==> config.mk <==
export PLATFORM = sky130hd
export DESIGN_NAME = axi_lite_req_arbiter
export DESIGN_NICKNAME = d
export VERILOG_FILES = /design/src/rtl/axi_lite_arb_pkg.sv /design/src/rtl/rr_arbiter.sv /design/src/rtl/axi_lite_req_arbiter.sv
export SDC_FILE = /design/constraint.sdc
export NUM_CORES = 1
export LEC_CHECK = 0
export CORE_AREA = 2 2 160 162
export DETAILED_ROUTE_END_ITERATION = 10
export DIE_AREA = 0 0 162 164
export GPL_TIMING_DRIVEN = 0
export PLACE_DENSITY = 0.64
export SLEW_MARGIN = 10
export SYNTH_ARGS = -nofsm -noshare
export SYNTH_HDL_FRONTEND = slang
export SYNTH_SLANG_ARGS = --single-unit
==> constraint.sdc <==
create_clock -name clk -period 2.85 [get_ports clk]
set_clock_uncertainty 0.15 [all_clocks]
set_input_delay 0.4275 -clock clk [delete_from_list [all_inputs] [get_ports clk]]
set_output_delay 0.4275 -clock clk [all_outputs]
set_load 0.02 [all_outputs]
==> src/rtl/axi_lite_arb_pkg.sv <==
// Shared types and constants for the AXI4-Lite request arbiter.
package axi_lite_arb_pkg;

  typedef enum logic [2:0] {
    ST_IDLE  = 3'd0,
    ST_ISSUE = 3'd1,
    ST_WAIT  = 3'd2,
    ST_RESP  = 3'd3,
    ST_DRAIN = 3'd4
  } arb_state_e;

  localparam logic [1:0] RESP_OKAY              = 2'b00;
  localparam int         DEFAULT_TIMEOUT_CYCLES = 256;

endpackage

==> src/rtl/rr_arbiter.sv <==
// Combinational round-robin picker: first set request at/after ptr, with wrap.
module rr_arbiter #(
  parameter int NUM_REQ = 4
) (
  input  logic [NUM_REQ-1:0]         req,
  input  logic [$clog2(NUM_REQ)-1:0] ptr,
  output logic [NUM_REQ-1:0]         grant,
  output logic [$clog2(NUM_REQ)-1:0] grant_idx,
  output logic                       grant_valid
);

  localparam int unsigned N  = NUM_REQ;
  localparam int          IW = $clog2(NUM_REQ);

  logic [IW-1:0] cand;

  always_comb begin
    grant       = '0;
    grant_idx   = '0;
    grant_valid = 1'b0;
    cand        = '0;
    for (int unsigned k = 0; k < N; k++) begin
      cand = IW'((32'(ptr) + k) % N);
      if (!grant_valid && req[cand]) begin
        grant_valid = 1'b1;
        grant_idx   = cand;
        grant[cand] = 1'b1;
      end
    end
  end

endmodule

==> src/rtl/axi_lite_req_arbiter.sv <==
// Round-robin sharing of one AXI4-Lite master command port among NUM_REQ clients.
// Optional watchdog with DRAIN recovery when ARB_TIMEOUT_EN is defined.
module axi_lite_req_arbiter
  import axi_lite_arb_pkg::*;
#(
  parameter int NUM_REQ        = 4,
  parameter int ADDR_WIDTH     = 32,
  parameter int DATA_WIDTH     = 32,
  parameter int TIMEOUT_CYCLES = DEFAULT_TIMEOUT_CYCLES
) (
  input  logic                          clk,
  input  logic                          rst_n,
  input  logic [NUM_REQ-1:0]            req,
  input  logic [NUM_REQ-1:0]            req_we,
  input  logic [NUM_REQ*ADDR_WIDTH-1:0] req_addr,
  input  logic [NUM_REQ*DATA_WIDTH-1:0] req_wdata,
  output logic [NUM_REQ-1:0]            ack,
  output logic                          ack_err,
  output logic [DATA_WIDTH-1:0]         ack_rdata,
  output logic [$clog2(NUM_REQ)-1:0]    grant_id,
  output logic                          busy,
  output logic                          m_start_write,
  output logic                          m_start_read,
  output logic [ADDR_WIDTH-1:0]         m_addr,
  output logic [DATA_WIDTH-1:0]         m_wdata,
  input  logic [DATA_WIDTH-1:0]         m_rdata,
  input  logic                          m_done,
  input  logic                          m_error,
  output logic                          timeout
);

  localparam int IW = $clog2(NUM_REQ);

  arb_state_e          state, state_next;
  logic [IW-1:0]       rr_ptr, win_idx;
  logic [NUM_REQ-1:0]  win_onehot, grant_oh_q;
  logic                win_valid, lat_we, err_q, rsp_in;
  logic [DATA_WIDTH-1:0] rdata_q;
  logic                wd_expired, wd_fired;

  assign rsp_in = m_done | m_error;

  rr_arbiter #(.NUM_REQ(NUM_REQ)) u_rr (
    .req         (req),
    .ptr         (rr_ptr),
    .grant       (win_onehot),
    .grant_idx   (win_idx),
    .grant_valid (win_valid)
  );

`ifdef ARB_TIMEOUT_EN
  localparam int CW = $clog2(TIMEOUT_CYCLES + 1);
  logic [CW-1:0] wd_cnt;
  logic          timeout_q;

  assign wd_expired = (wd_cnt == CW'(TIMEOUT_CYCLES - 1));
  assign timeout    = timeout_q;

  // Counter restarts on every WAIT/DRAIN entry since it is held at zero elsewhere.
  always_ff @(posedge clk or negedge rst_n) begin
    if (!rst_n) begin
      wd_cnt    <= '0;
      wd_fired  <= 1'b0;
      timeout_q <= 1'b0;
    end else begin
      if (state == ST_WAIT || state == ST_DRAIN) begin
        if (!wd_expired) wd_cnt <= wd_cnt + CW'(1);
      end else begin
        wd_cnt <= '0;
      end
      if (state == ST_WAIT && !rsp_in && wd_expired) begin
        wd_fired  <= 1'b1;
        timeout_q <= 1'b1;
      end else if (state == ST_IDLE) begin
        wd_fired  <= 1'b0;
      end
    end
  end
`else
  logic unused_timeout_cfg;
  assign unused_timeout_cfg = (TIMEOUT_CYCLES != 0);
  assign wd_expired         = 1'b0;
  assign wd_fired           = 1'b0;
  assign timeout            = 1'b0;
`endif

  always_ff @(posedge clk or negedge rst_n) begin
    if (!rst_n) state <= ST_IDLE;
    else        state <= state_next;
  end

  always_comb begin
    state_next    = state;
    m_start_write = 1'b0;
    m_start_read  = 1'b0;
    ack           = '0;
    ack_err       = 1'b0;
    ack_rdata     = '0;
    busy          = (state != ST_IDLE);
    unique case (state)
      ST_IDLE:  if (win_valid) state_next = ST_ISSUE;
      ST_ISSUE: begin
        m_start_write = lat_we;
        m_start_read  = !lat_we;
        state_next    = ST_WAIT;
      end
      ST_WAIT:  if (rsp_in || wd_expired) state_next = ST_RESP;
      ST_RESP: begin
        ack        = grant_oh_q;
        ack_err    = err_q;
        ack_rdata  = rdata_q;
        state_next = wd_fired ? ST_DRAIN : ST_IDLE;
      end
      ST_DRAIN: if (rsp_in || wd_expired) state_next = ST_IDLE;
      default:  state_next = ST_IDLE;
    endcase
  end

  always_ff @(posedge clk or negedge rst_n) begin
    if (!rst_n) begin
      rr_ptr     <= '0;
      grant_id   <= '0;
      grant_oh_q <= '0;
      lat_we     <= 1'b0;
      m_addr     <= '0;
      m_wdata    <= '0;
      err_q      <= 1'b0;
      rdata_q    <= '0;
    end else begin
      case (state)
        ST_IDLE: if (win_valid) begin
          grant_id   <= win_idx;
          grant_oh_q <= win_onehot;
          lat_we     <= req_we[win_idx];
          m_addr     <= req_addr[win_idx*ADDR_WIDTH +: ADDR_WIDTH];
          m_wdata    <= req_wdata[win_idx*DATA_WIDTH +: DATA_WIDTH];
          err_q      <= 1'b0;
          rdata_q    <= '0;
        end
        ST_WAIT: if (rsp_in) begin
          err_q   <= m_error;
          rdata_q <= lat_we ? '0 : m_rdata;
        end else if (wd_expired) begin
          err_q   <= 1'b1;
          rdata_q <= '0;
        end
        ST_RESP: rr_ptr <= (grant_id == IW'(NUM_REQ - 1)) ? '0 : grant_id + IW'(1);
        default: ;
      endcase
    end
  end

endmodule

After elaboration in Yosys (flattened, before gate mapping)
Cells that the tools add are included.

Word-level logic and storage cells: 100. Register bits after elaboration: 109. Output and inout bits: 107. Input bits: 300.

Multiplexer cells: 47. Add/subtract/negate cells: 4. Magnitude comparators: 9. Equality and inequality tests: 8. Reductions and logical operators: 17. Bitwise operators: 4. Shift operators: 2.

Operators by type and width (number): $shiftx 128x8->32 (2); $mux 32 (4); $pmux 32 s2 (1); $mux 4 (5); $mux 1 (18); $lt 2x3->1 const B (5); $or 4x4->4 (3); $pmux 3 s4 (1); $bmux 1 s2 (5); $mux 2 (5); $mux 3 (3); $demux 1 s2 (4); $ge 2x1->1 const B (4); $logic_and 1x1->1 (7); $eq 3x2->1 const B (2); $reduce_and 3->1 (2); $add 2x1->2 const B (2); $add 2x2->2 const B (2); $logic_not 1->1 (4); $ne 2x2->1 const B (2); $eq 3x1->1 const B (1); $eq 3x3->1 const B (1); $logic_not 3->1 (1); $reduce_bool 3->1 (1); other kinds (6) (6).

Depth between registers and ports, before layout
Gate-level depths: netlist of the first run.

Depth after elaboration: 14. Gate-level depth with buffers: 13. Gate-level depth less buffers: 8.

Hierarchy
A second synthesis of the first run with hierarchy kept.

Cells, all modules: 628. Area, all modules: 6541.3 um^2.

Modules (own cells, without submodules): axi_lite_req_arbiter (sequential area each 2702.6 um^2, times used 1, area an instance 6119.6 um^2, cells an instance 583); rr_arbiter (sequential area each 0.0 um^2, times used 1, area an instance 421.7 um^2, cells an instance 45).

Worst setup path before layout of the first run
Ideal clock, no wire load.

Kind: register to register. Start: reg rr_ptr[0]. End: reg m_addr[11]. Arrival: 2.643 ns. Period minus slack after synthesis: 2.922 ns. Buffers on the path: 4. Slack: -0.072 ns. Stages on the path, launching flop included: 13. Cells stage by stage: dfrtp_1 > buf_4 > inv_1 > ha_1 > buf_2 > nor2_1 > a221o_1 > a31oi_1 > buf_4 > o211ai_2 > buf_2 > a222oi_1 > nor3_2.

Word-level cells in the longest chain between the ends: 13.

RTL lines: start, declared (RTL line axi_lite_req_arbiter.sv:35) `logic [IW-1:0] rr_ptr, win_idx;`; start signal, assigned (RTL line axi_lite_req_arbiter.sv:147) `ST_RESP: rr_ptr <= (grant_id == IW'(NUM_REQ - 1)) ? '0 : grant_id + IW'(1);`; branches (longest 13 deep; another with $add 2x1->2); end signal, assigned (RTL line axi_lite_req_arbiter.sv:135) `m_addr <= req_addr[win_idx*ADDR_WIDTH +: ADDR_WIDTH];`; end, declared (RTL line axi_lite_req_arbiter.sv:24) `output logic [ADDR_WIDTH-1:0] m_addr,`.

Parallel ways; which one is timed is not known. The select of a mux whose other input is x is not followed. A chain may end at the register's enable or synchronous reset.

Worst setup path after layout of the first run
Start: reg rr_ptr[0]. End: reg m_wdata[5].

Word-level cells in the longest chain between the ends: 13.

RTL lines: branches (longest 13 deep; another with $add 2x1->2); end signal, assigned (RTL line axi_lite_req_arbiter.sv:136) `m_wdata <= req_wdata[win_idx*DATA_WIDTH +: DATA_WIDTH];`; end, declared (RTL line axi_lite_req_arbiter.sv:25) `output logic [DATA_WIDTH-1:0] m_wdata,`.

Parallel ways; which one is timed is not known. The select of a mux whose other input is x is not followed.

==> impl_metrics.yaml, run 1 <==
detailed_routing:
  firstDrtPassIters: 8
  wl_um: 33960
  ant_nets: 0
  via_per_inst: 5.265
  drc: 0
  wl_per_cell_um: 21.40
  drt-initial-drc-count: 785
  vias: 8356
timing:
  tightest_slew_ns: 0.5474
  finalSetupTns_ns: 0
  min_period_over_period_pct: 98.78
  max_clock_freq_mhz: 355.2
  maxSlewViolCount: 0
  setup_viol: 0
  slew_headroom_pct: 63.51
  final.setup.worst_slack_ns: 0.03476
  hold-worst-slack_ns: 0.3240
  finalCriticalPeriod_ns: 2.815
  finalHoldViolCount: 0
  rsz0062_at_grt: "true"
yosys:
  syn_area_per_cell_um2: 8.898
  yosys_register_bits: 108
  synth_edf_count: 0
  synth_fp_nets: 1116
  synth_area_mm2: 0.007172
  async_flop_share_pct: 100.0
  yosys_warnings: 0
  netlist-cell-type-count: 49
  syn_inst: 806
  synth_flop_cell: "dfrtp_1"
  ys_seq_area_share_pct: 37.68
cts:
  htree_levels: 3
  cts_tree: "built"
  cts_buffers: 9
  clk_path_buf_depth: 2
  clock_latency_ns: 0.37
  clkSinkCount: 108
  cts-root-buf: "clkbuf_16"
  clk_pin_slew_ns: 0.08
place:
  hpwl_um: 25090
  dp_slack_ns: -0.7633
  gp_congestion: 0.8739
  portBuffers: 403
floorplanning:
  rows: 58
  die_h_um: 164
  start_util_pct: 28.90
  die-area_mm2: 0.02657
  io_pins: 407
  dieWidth_um: 162
  coreArea_mm2: 0.02482
flow_run:
  maxCapViolations: 0
power_and_ir_drop:
  p_leak_nw: 5.096
  max-vdd-ir-drop_mv: 0.5824
  total_power_mw: 13.90
  power.density_mw_per_mm2: 1077
global_routing:
  grt_usage_pct: 23.83
  grt_max_degree: 66
  grt_pass1_vias: 8275
  grt_overflow: 0
  antenna_found_initial: 0
  grt_pass1_wl_um: 48400
cells_and_area:
  mostFrequentLayoutCells: "clkdlybuf4s50_1 (401), dfrtp_1 (107), o21ai_0 (80)"
  area_delta_synth_final_pct: 79.90
  drive_above_1_share_pct: 14.89
  final_common_cell: "clkdlybuf4s50_1"
  nNetsFinal: 1561
worst_setup_path:
  start_kind: "register"
  reg2regPathDepth: 11
  critPathLaunch: "rr_ptr[0]"
  crit_arrival_ns: 2.91
  cp-endpoint: "m_wdata[5]"
  cp.required_ns: 2.95
  crit_fanout: 7
  rr_startpoint: "rr_ptr[0]"
  worst_setup_path_end_kind: "register"
  r2r_setup_slack_ns: 0.03
  timing.rr.end: "m_wdata[5]"
  critical_path_class: "reg2reg"
run_status:
  outcome: "finished, final reports clean"
worst_hold_path:
  hold_path.class: "reg2reg"
[flip-flops by register name (all words and copies together), names as in the netlist]
register    count
m_addr         32
m_wdata        32
grant_id        2
grant_oh_q      4
state           2
rdata_q        32
lat_we          1
err_q           1
rr_ptr          2
[power by group]
group          internal [mW]  switching (mW)  total (mW)
registers               2.32           0.432        2.75
logic                   4.52            5.30        9.82
clock network          0.627           0.704        1.33
[metal layers]
layer	vias up	GRT usage [%]	wire, um
met5	-	0	0
met4	0	9.574	999
met3	60	5.682	2643
met2	422	41.37	16750
met1	3981	28.44	13560
li1	3893	-	-
[layout make-up]
| cell class | count | area [um^2] |
|---|---|---|
| Clock inverter | 7 | 78.83 |
| Timing Repair Buffer | 437 | 4479 |
| Multi-Input combinational cell | 602 | 4368 |
| Antenna cell | 1 | 2.502 |
| Clock buffer | 9 | 225.2 |
| Fill cell | 2366 | 11920 |
| Sequential cell | 108 | 2704 |
| Inverter | 9 | 37.54 |
| Buffer | 84 | 594.3 |
| Tap cell | 330 | 412.9 |
[synth_stat cells, types with 9 or more instances]
master / n / area share [%]
nand2b_1: 28 / 2.4
a222oi_1: 27 / 3.8
buf_2: 14 / 0.98
and2_1: 38 / 3.3
nor2_1: 38 / 2.0
clkbuf_1: 56 / 2.9
nand2_1: 73 / 3.8
buf_6: 10 / 1.6
and3_1: 65 / 5.7
o22ai_1: 39 / 3.4
ha_1: 10 / 1.7
o21ai_0: 82 / 5.7
dfrtp_1: 108 / 38
mux2i_1: 44 / 6.1
a211oi_1: 56 / 5.9
a22o_1: 27 / 3.3
a211oi_2: 9 / 1.6
nor3_1: 25 / 1.7
[worst min path at each step]
| stage | startpoint | endpoint | slack [ns] | cells past startpoint |
|---|---|---|---|---|
| finish | rdata_q[29] | rdata_q[29] | 0.32 | 2 |
| global route | rdata_q[29] | rdata_q[29] | 0.35 | 2 |
| CTS | rdata_q[29] | rdata_q[29] | 0.33 | 2 |
| detailed placement | rst_n | m_addr[14] | 0.25 | 1 |
| global placement | rdata_q[2] | rdata_q[2] | 0.31 | 2 |
| floorplan | rst_n | err_q | -0.02 | 0 |
[repair_timing]
item / CTS / global route
setup endpoints to repair: 73 / 113
pin swaps: 14 / 47
gates cloned: 1 / 8
buffers inserted: 12 / 12
gates resized for setup: 71 / 95
hold buffers: 1 / 0
hold endpoints to repair: 43 / 0
[kinds of logic (layout without fill, tap and decap cells)]
logic type,after synthesis,in the layout,share of synthesized area (%)
buffers and inverters,96,546,6.629
other,1,2,0.05229
muxes,48,48,7.118
adders and majority gates,10,10,1.745
AOI/OAI and AO/OA,261,261,25.99
and+or+nand+nor,282,282,20.78
DFF,108,108,37.68
[critical path: stages, from the launching register on]
cell and delay [ns]:
dfrtp_2 0.42, clkinvlp_4 0.14, ha_4 0.36, mux4_2 0.36, nor2b_4 0.13, buf_6 0.12, o21ai_4 0.11, buf_12 0.15
clkbuf_16 0.14, and3_1 0.16, a211oi_2 0.29, o22ai_1 0.14
[metrics by stage]
step / area [um^2] / instances / util [%]
final: 12900 / 1587 / 51.99
after global routing: 12900 / 1586 / 51.98
after CTS: 12330 / 1570 / 49.69
after detailed placement: 11650 / 1540 / 46.95
after global placement: 11620 / 1539 / 46.83
after floorplan: 7177 / 806 / -
Note: power is estimated with default switching activity, not from simulation.
==> inputs of run 2 (changes only) <==
- CORE_AREA: 2 2 160 162 -> 2 2 158 160
- DIE_AREA: 0 0 162 164 -> 0 0 160 162
- PLACE_DENSITY: 0.64 -> 0.65
- REMOVE_ABC_BUFFERS: unset -> 1
==> run 2 against run 1 <==
- non-clock buffer count is 56 lower
- via count shrank 1.3%
- sequential power hardly changed
- sequential share of layout area increased by 0.38 points
- count of clock-buffer cells in the layout grew 1
- worst hold slack is essentially flat
- sequential cell count is the same
- largest cell class unchanged
- largest power group unchanged
==> impl_metrics.yaml, run 2 (synthesized netlist as in run 1, its figures left out) <==
power_and_ir_drop:
  max-vdd-ir-drop_mv: 0.4269
  clock_power_share_pct: 9.3
  p_seq_share_pct: 19.7
  netSwitchingPower_mw: 6.711
  p_leak_nw: 4.977
  p_int_mw: 7.162
  netSwitchingFraction_pct: 48.38
  power.density_mw_per_mm2: 1093
  combPwrFrac_pct: 71.0
worst_setup_path:
  r2r_setup_slack_ns: 0.02
  worst_setup_path_end_kind: "register"
  critical_path_class: "reg2reg"
  cpMostUsedCell: "buf_12"
  timing.rr.end: "m_wdata[26]"
  start_kind: "register"
  slowest_stage: "dfrtp_4"
  rr_startpoint: "rr_ptr[0]"
  slowest_delay_ns: 0.50
  reg2regPathDepth: 9
  crit_arrival_ns: 2.92
  cp.required_ns: 2.94
  cp_cell_sequence: "buf_4 > buf_12 > mux4_2 > nor2b_4 > o21ai_4 > buf_12 > nand2_8 > a211oi_1 > o22ai_1"
  crit_fanout: 35
timing:
  finalHoldViolCount: 0
  max_clock_freq_mhz: 352.9
  rsz0062_at_grt: "true"
  tightest_slew_ns: 0.8056
  maxSlewViolCount: 0
  finalCriticalPeriod_ns: 2.834
  hold-worst-slack_ns: 0.3241
  setup_viol: 0
  slew_headroom_pct: 46.30
  min_period_over_period_pct: 99.42
global_routing:
  grt_pass1_vias: 8284
  grt_usage_pct: 26.54
  antenna_found_initial: 3
  grt_overflow: 0
  grt_pass1_wl_um: 51670
  grt_max_degree: 64
worst_hold_path:
  hold_path.class: "reg2reg"
  hold_path_end: "grant_oh_q[2]"
  worstHoldStart: "grant_oh_q[2]"
  min_path_cells: 2
floorplanning:
  die_h_um: 162
  coreArea_mm2: 0.02411
  die-area_mm2: 0.02592
  dieWidth_um: 160
  io_pins: 407
  start_util_pct: 29.75
  rows: 57
detailed_routing:
  via_per_inst: 5.355
  firstDrtPassIters: 5
  drc: 0
  ant_nets: 0
  vias: 8246
  drt-initial-drc-count: 605
  wl_um: 35680
  wl_per_cell_um: 23.17
place:
  gp_congestion: 0.7647
  hpwl_um: 21440
  postPlaceCellArea_mm2: 0.01159
  portBuffers: 405
cts:
  clk_pin_slew_ns: 0.08
  cts-root-buf: "clkbuf_16"
  clk_path_buf_depth: 2
  clkSinkCount: 108
  cts_tree: "built"
  htree_levels: 3
  cts_buffers: 9
  clock_latency_ns: 0.36
flow_run:
  maxCapViolations: 0
cells_and_area:
  mostFrequentLayoutCells: "clkdlybuf4s50_1 (400), dfrtp_1 (106), o21ai_0 (81)"
  final_common_cell: "clkdlybuf4s50_1"
  top_regs: "m_addr (32), m_wdata (32), rdata_q (32)"
  drive_above_1_share_pct: 11.61
  nNetsFinal: 1519
  final_area_mm2: 0.01269
  area_delta_synth_final_pct: 76.95
run_status:
  outcome: "finished, final reports clean"
==> run 2: power by group through the flow <==
stage | logic (mW) | clock network, mW | registers (mW)
final | 9.84 | 1.30 | 2.73
after global placement | 7.31 | 0 | 2.77
after detailed placement | 8.11 | 0 | 2.78
after CTS | 9.47 | 1.32 | 2.72
after global routing | 10.5 | 1.38 | 2.83
after floorplan | 3.95 | 0 | 3.34
==> run 2: critical path: cells and delay by family, from the launching register on <==
| family | cells | cell delay, ns |
|---|---|---|
| mux | 1 | 0.36 |
| flops | 1 | 0.50 |
| simple gates | 2 | 0.42 |
| compound gates | 3 | 0.62 |
| buf+inv | 3 | 0.59 |
==> run 2: cell type report <==
class | instances | area (um^2)
inverter | 9 | 37.54
tap | 324 | 405.4
clock inverter | 6 | 56.30
sequential | 108 | 2708
timing repair buffer | 465 | 4795
clock buffer | 10 | 229.0
fill | 2304 | 11410
antenna | 2 | 5.005
multi-input combinational | 616 | 4456
==> run 2: worst max-delay path by stage <==
stage,from,slack (ns),depth (start not counted),end
detailed placement,rr_ptr[0],-1.98,9,m_wdata[9]
finish,rr_ptr[0],0.02,9,m_wdata[26]
CTS,rr_ptr[0],0.01,9,m_wdata[0]
global route,rr_ptr[1],-0.07,10,m_wdata[2]
global placement,rr_ptr[0],-5.62,7,m_wdata[2]
floorplan,rr_ptr[0],-2.42,8,lat_we
==> run 2: routing by layer <==
metal	up-vias	share of wire [%]	global-route usage, %
met5	-	0	0
met4	0	3.3	8.722
met3	65	8.8	7.533
met2	385	47	44.94
met1	3954	41	32.68
li1	3842	-	-
==> run 2: what timing repair did <==
item / in CTS / in global routing
resized for setup: 35 / 15
buffers inserted: 28 / 14
hold buffers: 1 / 0
pin swaps: 10 / 21
cloned: 13 / 2
setup endpoints to repair: 107 / 104
hold endpoints to repair: 45 / 0
==> run 2: metrics by stage <==
stage / cells / util (%) / setup slack (ns) / setup TNS (ns) / total power, mW
after global placement: 1448 / 46.42 / -5.623 / -827.78 / 10.08
after CTS: 1522 / 51.68 / 0.01287 / 0 / 13.52
final: 1540 / 52.65 / 0.01646 / 0 / 13.87
after global routing: 1538 / 52.63 / -0.06566 / -0.9277 / 14.70
after detailed placement: 1464 / 48.08 / -1.979 / -121.65 / 10.89
after floorplan: 719 / - / -2.424 / -209.29 / 7.290
